**src/rtl/pc_fetch_pkg.sv**
```systemverilog
// Shared types and constants for the instruction fetch unit.
package pc_fetch_pkg;

    typedef enum logic [1:0] {
        ST_BOOT,
        ST_FETCH,
        ST_VALID
    } fetch_state_e;

    localparam logic [31:0] RESET_VECTOR_DEFAULT = 32'h0000_0000;
    localparam logic [31:0] INSTR_NOP            = 32'h0000_0013;

endpackage

```
**src/rtl/pc_fetch_if.sv**
```systemverilog
// Instruction-memory read channel between the fetch unit and memory.
interface pc_fetch_if;

    logic        imem_req;
    logic [31:0] imem_addr;
    logic        imem_ack;
    logic [31:0] imem_rdata;

    modport master (
        output imem_req,
        output imem_addr,
        input  imem_ack,
        input  imem_rdata
    );

    modport slave (
        input  imem_req,
        input  imem_addr,
        output imem_ack,
        output imem_rdata
    );

endinterface

```
**src/rtl/pc_fetch_next_pc_sel.sv**
```systemverilog
// Next-PC priority mux: JALR over branch over sequential, with word alignment
// forced on the result and a flag raised when the raw target was misaligned.
module next_pc_sel (
    input  logic [31:0] pc_plus4,
    input  logic        branch_taken,
    input  logic [31:0] branch_target,
    input  logic        jalr_taken,
    input  logic [31:0] jalr_target,
    output logic [31:0] next_pc,
    output logic        misalign
);

    logic [31:0] target;

    always_comb begin
        target = pc_plus4;
        if (jalr_taken) begin
            target = {jalr_target[31:1], 1'b0};
        end else if (branch_taken) begin
            target = branch_target;
        end
    end

    assign misalign = |target[1:0];
    assign next_pc  = {target[31:2], 2'b00};

endmodule

```
**src/rtl/pc_fetch.sv**
```systemverilog
// Instruction fetch unit: BOOT/FETCH/VALID sequencer, PC register, fetched
// instruction register and retired-instruction counter.
module pc_fetch
    import pc_fetch_pkg::*;
#(
    parameter logic [31:0] RESET_VECTOR = RESET_VECTOR_DEFAULT
) (
    input  logic              clk,
    input  logic              rst,
    input  logic              stall,
    input  logic              branch_taken,
    input  logic [31:0]       branch_target,
    input  logic              jalr_taken,
    input  logic [31:0]       jalr_target,
    pc_fetch_if.master        imem,
    output logic [31:0]       pc,
    output logic [31:0]       pc_plus4,
    output logic [31:0]       instr,
    output logic              instr_valid,
    output logic              misalign,
    output logic [31:0]       instret
);

    fetch_state_e state_q;
    fetch_state_e state_d;

    logic        take_fetch;
    logic        retire;
    logic [31:0] sel_pc;
    logic        sel_misalign;

    assign pc_plus4       = pc + 32'd4;
    assign imem.imem_addr = pc;

    next_pc_sel u_next_pc_sel (
        .pc_plus4      (pc_plus4),
        .branch_taken  (branch_taken),
        .branch_target (branch_target),
        .jalr_taken    (jalr_taken),
        .jalr_target   (jalr_target),
        .next_pc       (sel_pc),
        .misalign      (sel_misalign)
    );

    always_ff @(posedge clk) begin
        if (rst) begin
            state_q <= ST_BOOT;
        end else begin
            state_q <= state_d;
        end
    end

    // Acks outside FETCH and redirects outside the retire cycle have no effect.
    always_comb begin
        state_d       = state_q;
        imem.imem_req = 1'b0;
        take_fetch    = 1'b0;
        retire        = 1'b0;
        case (state_q)
            ST_BOOT: begin
                state_d = ST_FETCH;
            end
            ST_FETCH: begin
                imem.imem_req = 1'b1;
                if (imem.imem_ack) begin
                    take_fetch = 1'b1;
                    state_d    = ST_VALID;
                end
            end
            ST_VALID: begin
                if (!stall) begin
                    retire  = 1'b1;
                    state_d = ST_FETCH;
                end
            end
            default: begin
                state_d = ST_BOOT;
            end
        endcase
    end

    always_ff @(posedge clk) begin
        if (rst) begin
            pc          <= RESET_VECTOR;
            instr       <= INSTR_NOP;
            instr_valid <= 1'b0;
            misalign    <= 1'b0;
            instret     <= 32'd0;
        end else begin
            misalign <= retire & sel_misalign;
            if (take_fetch) begin
                instr       <= imem.imem_rdata;
                instr_valid <= 1'b1;
            end
            if (retire) begin
                pc          <= sel_pc;
                instret     <= instret + 32'd1;
                instr_valid <= 1'b0;
            end
        end
    end

endmodule

```
**src/flat_wrapper.sv**
```systemverilog
// flat-port wrapper written by rule: the top's interface ports become plain ports
module pc_fetch_flat import pc_fetch_pkg::*;
#(
    parameter logic [31:0] RESET_VECTOR = RESET_VECTOR_DEFAULT
)
  (clk, rst, stall, branch_taken, branch_target, jalr_taken, jalr_target, pc, pc_plus4, instr, instr_valid, misalign, instret, imem_imem_req, imem_imem_addr, imem_imem_ack, imem_imem_rdata);
  pc_fetch_if imem_i ();
  input  logic clk;
  input  logic rst;
  input  logic stall;
  input  logic branch_taken;
  input  logic [31:0] branch_target;
  input  logic jalr_taken;
  input  logic [31:0] jalr_target;
  output logic [31:0] pc;
  output logic [31:0] pc_plus4;
  output logic [31:0] instr;
  output logic instr_valid;
  output logic misalign;
  output logic [31:0] instret;
  output wire logic [$bits(imem_i.imem_req)-1:0] imem_imem_req;
  output wire logic [$bits(imem_i.imem_addr)-1:0] imem_imem_addr;
  input wire logic [$bits(imem_i.imem_ack)-1:0] imem_imem_ack;
  input wire logic [$bits(imem_i.imem_rdata)-1:0] imem_imem_rdata;
  assign imem_imem_req = imem_i.imem_req;
  assign imem_imem_addr = imem_i.imem_addr;
  assign imem_i.imem_ack = imem_imem_ack;
  assign imem_i.imem_rdata = imem_imem_rdata;
  pc_fetch #(.RESET_VECTOR(RESET_VECTOR)) u_core (.clk(clk), .rst(rst), .stall(stall), .branch_taken(branch_taken), .branch_target(branch_target), .jalr_taken(jalr_taken), .jalr_target(jalr_target), .imem(imem_i), .pc(pc), .pc_plus4(pc_plus4), .instr(instr), .instr_valid(instr_valid), .misalign(misalign), .instret(instret));
endmodule
```
**config.mk**
```make
export PLATFORM = sky130hd
export DESIGN_NAME = pc_fetch_flat
export DESIGN_NICKNAME = d
export VERILOG_FILES = /design/src/rtl/pc_fetch_pkg.sv /design/src/rtl/pc_fetch_if.sv /design/src/rtl/pc_fetch_next_pc_sel.sv /design/src/rtl/pc_fetch.sv /design/src/flat_wrapper.sv
export SDC_FILE = /design/constraint.sdc
export NUM_CORES = 1
export LEC_CHECK = 0
export BUFFER_PORTS_ARGS = -buffer_cell sky130_fd_sc_hd__buf_4
export CAP_MARGIN = 20
export CORE_MARGIN = 4
export CORE_UTILIZATION = 48
export DETAILED_ROUTE_END_ITERATION = 7
export GPL_TIMING_DRIVEN = 0
export HOLD_SLACK_MARGIN = 0.03
export PLACE_DENSITY = 0.89
export REMOVE_ABC_BUFFERS = 1
export SYNTH_ARGS = -nofsm -noshare
export SYNTH_HDL_FRONTEND = slang
export SYNTH_SLANG_ARGS = --single-unit
```
**constraint.sdc**
```tcl
create_clock -name clk -period 2.5 [get_ports clk]
set_input_delay 0.5 -clock clk [delete_from_list [all_inputs] [get_ports clk]]
set_output_delay 0.5 -clock clk [all_outputs]
set_load 0.005 [all_outputs]
```
Yosys cells after proc, flatten, opt, wreduce, memory -nomap -nowiden
Cells that the tools add are included.
- register bits after elaboration: 98
- input bits: 102
- output and inout bits: 163
- logic and storage cells: 27
- add/sub/neg operators: 2
- equality and inequality tests: 4
- multiplexer cells: 10
- bitwise logic cells: 1
- reductions and logical operators: 4
- operators with widths (cell ; count):
    $mux W32 ; 2
    $add A32 B1 Y32 const B ; 1
    $add A32 B3 Y32 const B ; 1
    $pmux W2 S3 ; 1
    $mux W1 ; 5
    $mux W2 ; 2
    $ne A2 B2 Y1 const B ; 2
    $reduce_or A2 Y1 ; 2
    $eq A2 B1 Y1 const B ; 1
    $eq A2 B2 Y1 const B ; 1
    $logic_not A2 Y1 ; 1
    $reduce_and A2 Y1 ; 1
    $and A1 B1 Y1 ; 1

Logic depth before layout (Yosys ltp)
- word-level depth: 5
- gate-level depth with buffers: 7
- gate-level depth less buffers: 5

Modules after synthesis
A second synthesis with hierarchy kept.
- cell total of the unflattened synthesis: 700
- area total of the unflattened synthesis: 5371.4 µm²
- by module, submodules not included (module ; times used ; cells an instance ; area each (µm²) ; seq. area each (µm²)):
    pc_fetch ; 1 ; 592 ; 4644.5 ; 2001.9
    next_pc_sel ; 1 ; 108 ; 726.9 ; 0.0

Worst setup path after synthesis
OpenSTA, ideal clock, no wires.
- kind: reg2out
- start: register u_core.pc[5], in the netlist u_core.imem.imem_addr[5]
- end: output port pc_plus4[23]
- arrival: 1833 ps
- required time: 2000 ps
- setup slack: 167 ps
- stages on the path, launching flop included: 7
- path buffers: 2
- path through: dfxtp_1 > buf_2 > nand4_4 > or4_1 > buf_2 > or3_1 > xnor2_1
- longest elaborated chain between the ends: 1
- ends and longest elaborated chain (what ; RTL line ; text):
    from (decl) ; pc_fetch.sv:16 ; output logic [31:0] pc,
    from (signal assigned) ; pc_fetch.sv:96 ; pc <= sel_pc;
    $add A32 B3 Y32 ; pc_fetch.sv:32 ; assign pc_plus4 = pc + 32'd4;
    to (decl) ; flat_wrapper.sv:16 ; output logic [31:0] pc_plus4;
No other way between the ends.

Worst setup path after layout
- start: register u_core.pc[13], in the netlist u_core.imem.imem_addr[13]
- end: output port pc_plus4[23]
Same word-level chain as after synthesis.

==> results.yml <==
place:
  globalplace.congestion: 0.8836
  place_ws_ps: -757.7
  hpwl_mm: 13.34
  dp.cells: 1052
  io_buffer_count: 257
drt:
  num_vias: 6752
  drt_first_iter_violations: 667
  routed_wirelength_mm: 20.93
  wl_per_cell_um: 18.81
  drt_pass1_iterations: 5
  remaining_drc_errors: 0
  avgViaCountPerCell: 6.066
  final_antenna_net_count: 0
global_routing:
  grt_pass1_wl_mm: 30.17
  grt_pass1_vias: 5888
  grt_start_max_net_pins: 100
  grt_usage: 0.2754
  antenna_found_initial: 0
  overflow: 0
critical_path:
  endpoint_kind: "output port"
  crit_arrival_ps: 2060
  cp-start-kind: "flip-flop"
  worstPathMaxFanout: 4
  cp.required_ps: 2000
  reg2reg_setup_slack_ps: 220
  critPathBufInv: 1
  critical_path.cell_chain: "nand4_1 -> or4_4 -> or3_1 -> xnor2_1 -> buf_4"
  crit_path_max_incr_delay_ps: 590
  criticalPathCategory: "flip-flop to output port"
  slowest_stage: "or4_4"
  critPathTopFamily: "simple AND/OR/NAND/NOR gates"
sta:
  max_slew_margin: 0.2622
  max_clock_freq_mhz: 390.4
  finClkSkew_ps: 10.92
  layout_min_cycle_time_ps: 2561
  setup_viol: 3
  worst_slack_ps: -61.33
  hold_viol: 0
  rsz0062_at_grt: "true"
  slew_violations: 0
  finalSetupTns_ps: -139.2
  tightest_slew_ps: 1107
  finalCritPeriodShare: 1.025
cts:
  postCtsHoldBufs: 0
  clockBufferDepth: 2
  numCtsBuffers: 9
  root_buffer: "clkbuf_16"
  clock-sinks: 98
  cts_tree: "done"
  cts.reportedPaths.clkPinSlew_ps: 80
  clk-insertion-delay-late_ps: 340
  htreeDepth: 3
pwr:
  ir_worst_vdd_mv: 0.4232
  power.total_uw: 3533
  p_leak_uw: 0.003518
  power-per-cell-area_mw_per_mm2: 424.3
yosys:
  synth-main-ff-cell: "dfxtp_1"
  ys_seq_area_frac: 0.3429
  synth_edf_count: 0
  synth_cell_type_count: 60
  syn_area_per_cell_um2: 7.743
  yosysWarningCount: 0
  synth_seq_cells: 98
  syn_area_mm2: 0.005722
  synthArstFlopShare: 0
  syn_inst: 739
finish:
  fin_nets: 1069
  final_common_cell: "buf_4"
  syn_to_final_growth_pct: 45.53
  seq_area_mm2: 0.002043
  layout_common_cells: "299 x buf_4, 109 x nand2_1, 75 x dfxtp_1"
  multi_input_area_mm2: 0.003440
  fillers: 905
  antennaDiodeCount: 0
  fin_cells: 1113
  drive_gt1_frac: 0.4052
min_path:
  hp-class: "primary input to flip-flop"
die:
  core_mm2: 0.01156
  die_w_um: 117.2
  fp.dieH_um: 117.2
  die-area_mm2: 0.01373
  start_util: 0.4948
  rows: 39
  ios: 265
status:
  outcome: "complete, but fails checks"
  violations: "negative setup slack"
run:
  maxCapViolCount: 0
==> cell families (layout without fill, tap and decap cells) <==
logic type | after synthesis | after routing | synth area share
xor+xnor | 36 | 36 | 0.05511
other cells | 1 | 6 | 0.0006554
fa+ha+maj | 2 | 2 | 0.004373
flops | 98 | 98 | 0.3429
mux | 8 | 8 | 0.01465
simple gates | 303 | 306 | 0.2729
buf+inv | 111 | 334 | 0.09840
compound gates | 180 | 180 | 0.2110
==> layer usage <==
metal	share of wire	up-vias	track usage
li1	-	3115	-
met1	0.39	3134	0.3525
met2	0.48	440	0.4657
met3	0.11	63	0.05758
met4	0.028	0	0.08486
met5	0	-	0
==> where the power goes <==
group	switching (µW)	internal [µW]
Combinational	238	261
Clock	694	714
Sequential	41.7	1580
Total	974	2560
==> path summary, 6_finish.rpt <==
check,startpoint,endpoint,depth (start not counted)
max reg2reg,u_core.state_q[1],u_core.imem.imem_addr[21],4
min reg2reg,u_core.instr[20],u_core.instr[20],2
max,u_core.imem.imem_addr[13],pc_plus4[23],5
min,imem_imem_rdata[1],u_core.instr[1],3
==> sequential cells by signal, summed over array words and instances, names as in the netlist <==
| signal | flops |
|---|---|
| u_core.imem.imem_addr | 30 |
| u_core.instr | 32 |
| u_core.instr_valid | 1 |
| u_core.instret | 32 |
| u_core.misalign | 1 |
| u_core.state_q | 2 |
==> cells in the mapped netlist (10+ instances only) <==
cell | instances | share of area
a21oi_1 | 59 | 0.052
and3_1 | 14 | 0.015
buf_4 | 36 | 0.047
clkbuf_1 | 45 | 0.030
dfxtp_1 | 98 | 0.34
inv_1 | 15 | 0.0098
nand2_1 | 109 | 0.072
nand3_1 | 27 | 0.024
nand4_1 | 20 | 0.022
nor2_1 | 39 | 0.026
nor3_1 | 13 | 0.011
nor4_1 | 13 | 0.014
o211ai_1 | 18 | 0.024
o21ai_0 | 22 | 0.019
o311ai_0 | 14 | 0.021
o41ai_1 | 10 | 0.015
or2_2 | 15 | 0.016
or3_1 | 11 | 0.012
xnor2_1 | 23 | 0.035
xor2_1 | 13 | 0.020
==> through the flow <==
step | util | instance area [µm²] | hold slack [ps]
after CTS | 0.6997 | 8092 | 361.6
after global placement | 0.6349 | 7342 | 442.2
after global routing | 0.7200 | 8327 | 377.7
after detailed placement | 0.6397 | 7398 | 449.6
after floorplan | - | 5234 | 446.7
final | 0.7200 | 8327 | 372.6
==> final cells by class <==
class | count | share of cell area
inverters | 15 | 0.007213
multi-input cells | 538 | 0.4131
flip-flops and latches | 98 | 0.2454
well taps | 143 | 0.02149
clock buffers | 9 | 0.02705
repair inverters | 1 | 0.0009016
repair buffers | 302 | 0.2745
clock inverters | 7 | 0.01037
==> worst min-delay path, stage by stage <==
cell,delay [ps]
buf_4,70
nand2_1,40
nand3_1,60
==> timing repair <==
action,CTS,global route
pin swaps,6,9
buffers inserted,23,18
gates resized for setup,65,17
endpoints found under the setup margin,33,34
hold endpoints to repair,0,0
gates cloned,2,2
Power figures use the tool's default switching activity.
